### src/rtl/mips_pkg.sv
`default_nettype none
// =============================================================================
// mips_pkg: shared widths and arbiter state encoding for the memory subsystem.
// Revision: 1.0
// =============================================================================
package mips_pkg;

   localparam int MIPS_ADDR_W = 32;
   localparam int MIPS_DATA_W = 32;

   typedef enum logic [1:0] {
      ST_IDLE    = 2'd0,
      ST_GRANT_I = 2'd1,
      ST_GRANT_D = 2'd2,
      ST_RESP    = 2'd3
   } arb_state_t;

endpackage
`default_nettype wire

### src/rtl/mem_arbiter_if.sv
`default_nettype none
// =============================================================================
// mem_arbiter_if: IF/MEM requester buses plus the shared memory port.
// Revision: 1.0
// =============================================================================
interface mem_arbiter_if
   import mips_pkg::*;
#(
   parameter int ADDR_W = MIPS_ADDR_W,
   parameter int DATA_W = MIPS_DATA_W
) ();

   logic              if_req;
   logic [ADDR_W-1:0] if_addr;
   logic              if_kill;
   logic [DATA_W-1:0] if_rdata;
   logic              if_stall;

   logic              d_req;
   logic              d_we;
   logic [ADDR_W-1:0] d_addr;
   logic [DATA_W-1:0] d_wdata;
   logic [DATA_W-1:0] d_rdata;
   logic              d_stall;

   logic              mem_req;
   logic              mem_we;
   logic [ADDR_W-1:0] mem_addr;
   logic [DATA_W-1:0] mem_wdata;
   logic [DATA_W-1:0] mem_rdata;
   logic              mem_ack;

   // Arbiter side: serves the pipeline requesters and drives the memory port.
   modport slave (
      input  if_req, if_addr, if_kill, d_req, d_we, d_addr, d_wdata,
      input  mem_rdata, mem_ack,
      output if_rdata, if_stall, d_rdata, d_stall,
      output mem_req, mem_we, mem_addr, mem_wdata
   );

   modport master (
      output if_req, if_addr, if_kill, d_req, d_we, d_addr, d_wdata,
      output mem_rdata, mem_ack,
      input  if_rdata, if_stall, d_rdata, d_stall,
      input  mem_req, mem_we, mem_addr, mem_wdata
   );

endinterface
`default_nettype wire

### src/rtl/mem_arbiter.sv
`default_nettype none
// =============================================================================
// mem_arbiter: shares one memory port between instruction fetch and MEM stage.
// Revision: 1.0
// =============================================================================
module mem_arbiter
   import mips_pkg::*;
#(
   parameter int ADDR_W     = MIPS_ADDR_W,
   parameter int DATA_W     = MIPS_DATA_W,
   parameter int STARVE_MAX = 4
) (
   input  logic         clk,
   input  logic         reset,
   mem_arbiter_if.slave bus
);

   localparam int               CNT_W        = $clog2(STARVE_MAX + 1);
   localparam logic [CNT_W-1:0] C_STARVE_MAX = CNT_W'(STARVE_MAX);

   arb_state_t        state_q, state_d;
   logic [CNT_W-1:0]  starve_q, starve_d;
   logic              kill_q, kill_d;
   logic              done_i_q, done_i_d;
   logic              done_d_q, done_d_d;
   logic [DATA_W-1:0] if_rdata_q, if_rdata_d;
   logic [DATA_W-1:0] d_rdata_q, d_rdata_d;
   logic [ADDR_W-1:0] mem_addr_d;
   logic              kill_now;
   logic              pick_i;

   always_ff @(posedge clk) begin
      if (reset) begin
         state_q    <= ST_IDLE;
         starve_q   <= '0;
         kill_q     <= 1'b0;
         done_i_q   <= 1'b0;
         done_d_q   <= 1'b0;
         if_rdata_q <= '0;
         d_rdata_q  <= '0;
      end else begin
         state_q    <= state_d;
         starve_q   <= starve_d;
         kill_q     <= kill_d;
         done_i_q   <= done_i_d;
         done_d_q   <= done_d_d;
         if_rdata_q <= if_rdata_d;
         d_rdata_q  <= d_rdata_d;
      end
   end

   always_comb begin
      state_d       = state_q;
      starve_d      = starve_q;
      kill_d        = 1'b0;
      done_i_d      = 1'b0;
      done_d_d      = 1'b0;
      if_rdata_d    = if_rdata_q;
      d_rdata_d     = d_rdata_q;
      mem_addr_d    = '0;
      bus.mem_req   = 1'b0;
      bus.mem_we    = 1'b0;
      bus.mem_wdata = '0;
      // A kill arriving in the ack cycle must still suppress the fetch result.
      kill_now      = kill_q | bus.if_kill;
      pick_i        = bus.if_req & (~bus.d_req | (starve_q == C_STARVE_MAX));

      case (state_q)
         ST_IDLE: begin
            if (pick_i) begin
               state_d  = ST_GRANT_I;
               starve_d = '0;
            end else if (bus.d_req) begin
               state_d = ST_GRANT_D;
               if (bus.if_req && (starve_q != C_STARVE_MAX)) begin
                  starve_d = starve_q + 1'b1;
               end
            end
         end
         ST_GRANT_I: begin
            bus.mem_req = 1'b1;
            mem_addr_d  = bus.if_addr;
            kill_d      = kill_now;
            if (bus.mem_ack) begin
               state_d = ST_RESP;
               if (!kill_now) begin
                  done_i_d   = 1'b1;
                  if_rdata_d = bus.mem_rdata;
               end
            end
         end
         ST_GRANT_D: begin
            bus.mem_req   = 1'b1;
            bus.mem_we    = bus.d_we;
            mem_addr_d    = bus.d_addr;
            bus.mem_wdata = bus.d_wdata;
            if (bus.mem_ack) begin
               state_d  = ST_RESP;
               done_d_d = 1'b1;
               if (!bus.d_we) begin
                  d_rdata_d = bus.mem_rdata;
               end
            end
         end
         ST_RESP: state_d = ST_IDLE;
         default: state_d = ST_IDLE;
      endcase
   end

   assign bus.mem_addr = mem_addr_d;
   assign bus.if_rdata = if_rdata_q;
   assign bus.d_rdata  = d_rdata_q;
   assign bus.if_stall = bus.if_req & ~done_i_q;
   assign bus.d_stall  = bus.d_req & ~done_d_q;

endmodule
`default_nettype wire

### src/flat_wrapper.sv
// flat-port wrapper written by rule: the top's interface ports become plain ports
module mem_arbiter_flat import mips_pkg::*;
#(
   parameter int ADDR_W     = MIPS_ADDR_W,
   parameter int DATA_W     = MIPS_DATA_W,
   parameter int STARVE_MAX = 4
)
  (clk, reset, bus_if_req, bus_if_addr, bus_if_kill, bus_d_req, bus_d_we, bus_d_addr, bus_d_wdata, bus_mem_rdata, bus_mem_ack, bus_if_rdata, bus_if_stall, bus_d_rdata, bus_d_stall, bus_mem_req, bus_mem_we, bus_mem_addr, bus_mem_wdata);
  mem_arbiter_if #(.ADDR_W(ADDR_W), .DATA_W(DATA_W)) bus_i ();
  input  logic clk;
  input  logic reset;
  input wire logic [$bits(bus_i.if_req)-1:0] bus_if_req;
  input wire logic [$bits(bus_i.if_addr)-1:0] bus_if_addr;
  input wire logic [$bits(bus_i.if_kill)-1:0] bus_if_kill;
  input wire logic [$bits(bus_i.d_req)-1:0] bus_d_req;
  input wire logic [$bits(bus_i.d_we)-1:0] bus_d_we;
  input wire logic [$bits(bus_i.d_addr)-1:0] bus_d_addr;
  input wire logic [$bits(bus_i.d_wdata)-1:0] bus_d_wdata;
  input wire logic [$bits(bus_i.mem_rdata)-1:0] bus_mem_rdata;
  input wire logic [$bits(bus_i.mem_ack)-1:0] bus_mem_ack;
  output wire logic [$bits(bus_i.if_rdata)-1:0] bus_if_rdata;
  output wire logic [$bits(bus_i.if_stall)-1:0] bus_if_stall;
  output wire logic [$bits(bus_i.d_rdata)-1:0] bus_d_rdata;
  output wire logic [$bits(bus_i.d_stall)-1:0] bus_d_stall;
  output wire logic [$bits(bus_i.mem_req)-1:0] bus_mem_req;
  output wire logic [$bits(bus_i.mem_we)-1:0] bus_mem_we;
  output wire logic [$bits(bus_i.mem_addr)-1:0] bus_mem_addr;
  output wire logic [$bits(bus_i.mem_wdata)-1:0] bus_mem_wdata;
  assign bus_i.if_req = bus_if_req;
  assign bus_i.if_addr = bus_if_addr;
  assign bus_i.if_kill = bus_if_kill;
  assign bus_i.d_req = bus_d_req;
  assign bus_i.d_we = bus_d_we;
  assign bus_i.d_addr = bus_d_addr;
  assign bus_i.d_wdata = bus_d_wdata;
  assign bus_i.mem_rdata = bus_mem_rdata;
  assign bus_i.mem_ack = bus_mem_ack;
  assign bus_if_rdata = bus_i.if_rdata;
  assign bus_if_stall = bus_i.if_stall;
  assign bus_d_rdata = bus_i.d_rdata;
  assign bus_d_stall = bus_i.d_stall;
  assign bus_mem_req = bus_i.mem_req;
  assign bus_mem_we = bus_i.mem_we;
  assign bus_mem_addr = bus_i.mem_addr;
  assign bus_mem_wdata = bus_i.mem_wdata;
  mem_arbiter #(.ADDR_W(ADDR_W), .DATA_W(DATA_W), .STARVE_MAX(STARVE_MAX)) u_core (.clk(clk), .reset(reset), .bus(bus_i));
endmodule
### config.mk
export PLATFORM = sky130hd
export DESIGN_NAME = mem_arbiter_flat
export DESIGN_NICKNAME = d
export VERILOG_FILES = /design/src/rtl/mips_pkg.sv /design/src/rtl/mem_arbiter_if.sv /design/src/rtl/mem_arbiter.sv /design/src/flat_wrapper.sv
export SDC_FILE = /design/constraint.sdc
export NUM_CORES = 1
export LEC_CHECK = 0
export ABC_CLOCK_PERIOD_IN_PS = 1800
export CORE_ASPECT_RATIO = 0.8
export CORE_MARGIN = 2
export CORE_UTILIZATION = 33
export CTS_CLUSTER_SIZE = 30
export DETAILED_ROUTE_END_ITERATION = 8
export PLACE_DENSITY = 0.78
export SETUP_SLACK_MARGIN = 0.02
export SYNTH_ARGS = -nofsm -noshare
export SYNTH_HDL_FRONTEND = slang
export SYNTH_SLANG_ARGS = --single-unit
export TNS_END_PERCENT = 10
### constraint.sdc
create_clock -name clk -period 1.8 [get_ports clk]
set_input_delay 0.54 -clock clk [delete_from_list [all_inputs] [get_ports clk]]
set_output_delay 0.54 -clock clk [all_outputs]
set_load 0.005 [all_outputs]
==> metrics.cfg <==
[outcome]
status = finished, violations left
violations = negative setup slack

[critical_path]
worstPathArrival_ns = 1.70
required_ns = 1.26
endpoint_kind = primary output
worstSetupPathType = register to primary output
start_kind = register
critPathMaxFanout = 6

[power_and_ir_drop]
finalPower_mw = 8.16
power_frac_seq_pct = 22.1
power.switching_mw = 2.60
power_density_nw_per_um2 = 1160
swShare_pct = 31.9
pwr-share-comb_pct = 54.2
pwr-share-clk_pct = 23.6
p_leak_nw = 2.83
internal_power_mw = 5.55
peakVddDrop_v = 0.000636

[finish]
layout.nets = 877
register_area_um2 = 1440
fillers = 698
drive_gt1_share_pct = 29.2
finalInstanceArea_um2 = 7030
multiInputGateArea_um2 = 1920
antenna_cells = 0
layout_common_cells = 190 x clkdlybuf4s50_1, 131 x nand2_1, 70 x dfxtp_1, 62 x a21oi_1, 36 x clkbuf_2
instances_no_fill = 878
layout.cells.most_common = clkdlybuf4s50_1
syn2layout_area_growth_pct = 114
utilization_pct = 72.9

[cts]
cts_tree = yes
cts_made_buffers = 9
insertion_delay_ns = 0.33
clk_path_buf_depth = 2
cts.sinks = 72
ctsHtreeMaxLevel = 3
cts-root-buf = clkbuf_16
clk_pin_slew_ns = 0.05

[timing]
final-hold-violation-count = 0
max_slew.worst_pin.slew_ns = 0.256
skew_ns = 0.00782
min_period_ns = 2.24
worst_slack_ns = -0.442
timing.fmax_ghz = 0.446
setup_viol_count_final = 67
fin_hold_ws_ns = 0.454
rsz0062_at_grt = yes
period_share_pct = 125
slew_headroom_pct = 82.9
finalMaxSlewViolations = 0

[detailed_routing]
drtIter0Drc = 252
routed_wl_um = 15100
firstDrtPassIters = 5
ant_nets = 0
vias_per_cell = 4.88
drc = 0
vias = 4281
detail_route.wl_per_cell_um = 17.2

[global_route]
grt_max_degree = 48
grt_use_met1_pct = 30.1
grt_usage_pct = 27.2
use_met2_pct = 48.0
grt.overflow.total = 0
grt_pass1_wl_um = 22800
antenna_found_initial = 0
first_global_vias = 4413
gr-usage-met3_pct = 9.79
top_usage_layer = met2

[die]
die_w_um = 116
placement_rows = 32
core_um2 = 9650
ios = 267
die_y_um = 93.3
dieArea_um2 = 10800
start_util_pct = 34.1

[logic_synthesis]
yosys_register_bits = 72
synthCells = 439
ys_types = 29
syn_area_um2 = 3290
postSynthAreaPerCell_um2 = 7.48
yosysSeqAreaShare_pct = 43.9
synth_nets = 579
synth_warnings = 0

[place]
post_dp_cell_area_um2 = 6300
gp_congestion = 0.904
portBuffers = 266
dp.cells = 841
dp_hpwl_um = 10700

[min_path]
hold_path.class = register to register

[flow_run]
maxCapViolCount = 0

-- power by group through the flow --
stage          registers [mW]  clock network (mW)  logic, mW
2_1_floorplan            1.82                   0       1.25
3_3_place_gp             1.81                   0       3.30
3_5_place_dp             1.82                   0       3.37
4_1_cts                  1.80                1.95       4.15
5_1_grt                  1.82                2.02       4.68
6_report                 1.81                1.93       4.43
-- critical path, cell delays in order (launching register included) --
cell	delay (ns)
dfxtp_2	0.36
inv_4	0.05
buf_6	0.11
ha_4	0.19
buf_6	0.14
clkbuf_16	0.16
a22oi_2	0.17
nor2_2	0.06
buf_2	0.13
-- area by class of cell --
class	instances	share of cell area [%]
multi-input cells	323	27.3
clock inverters	4	1.09
well taps	136	2.42
inverters	7	0.462
repair buffers	324	44.7
flip-flops and latches	72	20.5
clock buffers	12	3.50
-- logic make-up (layout without fill, tap and decap cells) --
logic type      Yosys count  in the layout  share of synthesized area (%)
simple gates            211            211                           28.1
fa+ha+maj                 5              5                           1.90
mux                       1              1                          0.343
compound gates          106            106                           19.2
buf+inv                  44            347                           6.55
flops                    72             72                           43.9
-- stage by stage --
stage / worst slack, ns / setup TNS (ns)
2_1_floorplan: 0.0456 / 0
3_3_place_gp: -0.587 / -29.28
3_5_place_dp: -0.594 / -32.49
4_1_cts: -0.506 / -22.35
5_1_grt: -0.500 / -25.45
6_report: -0.442 / -20.58
-- synth_stat cells, drive strengths merged --
cell / count / area (um2)
inv: 6 / 22.5
o32a: 1 / 10.0
clkbuf: 20 / 75.1
nand4bb: 1 / 11.3
o221a: 1 / 11.3
and3b: 1 / 8.76
and2: 34 / 213
a22oi: 32 / 240
nor2: 33 / 124
mux2: 1 / 11.3
ha: 5 / 62.6
nand4: 2 / 12.5
o22ai: 1 / 6.26
buf: 17 / 114
and4bb: 1 / 12.5
and3: 1 / 6.26
dfxtp: 72 / 1440
a21oi: 68 / 340
nand3b: 1 / 7.51
o211a: 1 / 10.0
nor2b: 2 / 12.5
nand2: 133 / 499
nor3b: 1 / 7.51
o32ai: 1 / 8.76
nand4b: 1 / 8.76
o21ai: 1 / 5.00
clkinv: 1 / 3.75
-- worst paths after layout --
kind	cells after the start	slack, ns	to	start
worst min-delay path	2	0.45	u_core.bus.if_rdata[23]	u_core.bus.if_rdata[23]
worst min register to register	2	0.45	u_core.bus.if_rdata[23]	u_core.bus.if_rdata[23]
worst max register to register	9	-0.02	u_core.bus.if_rdata[25]	u_core.state_q[0]
worst max-delay path	8	-0.44	bus_mem_addr[24]	u_core.state_q[0]
-- repair_timing --
action,CTS,global route
hold buffers,0,0
gates cloned,5,1
setup endpoints to repair,70,115
gates resized for setup,271,85
buffers inserted,10,6
pin swaps,11,22
-- layer usage --
layer,wire length [um],up-vias,share of wire (%)
met3,1380,26,9.1
met2,7480,183,49
met5,0,-,0
met1,5850,2027,39
met4,422,0,2.8
li1,-,2045,-
-- flip-flops by register name, indices dropped and copies added, names as in the netlist --
register             cells
u_core.bus.d_rdata      32
u_core.done_d_q          1
u_core.kill_q            1
u_core.state_q           2
u_core.bus.if_rdata     32
u_core.done_i_q          1
u_core.starve_q          3
Power figures use the tool's default switching activity.
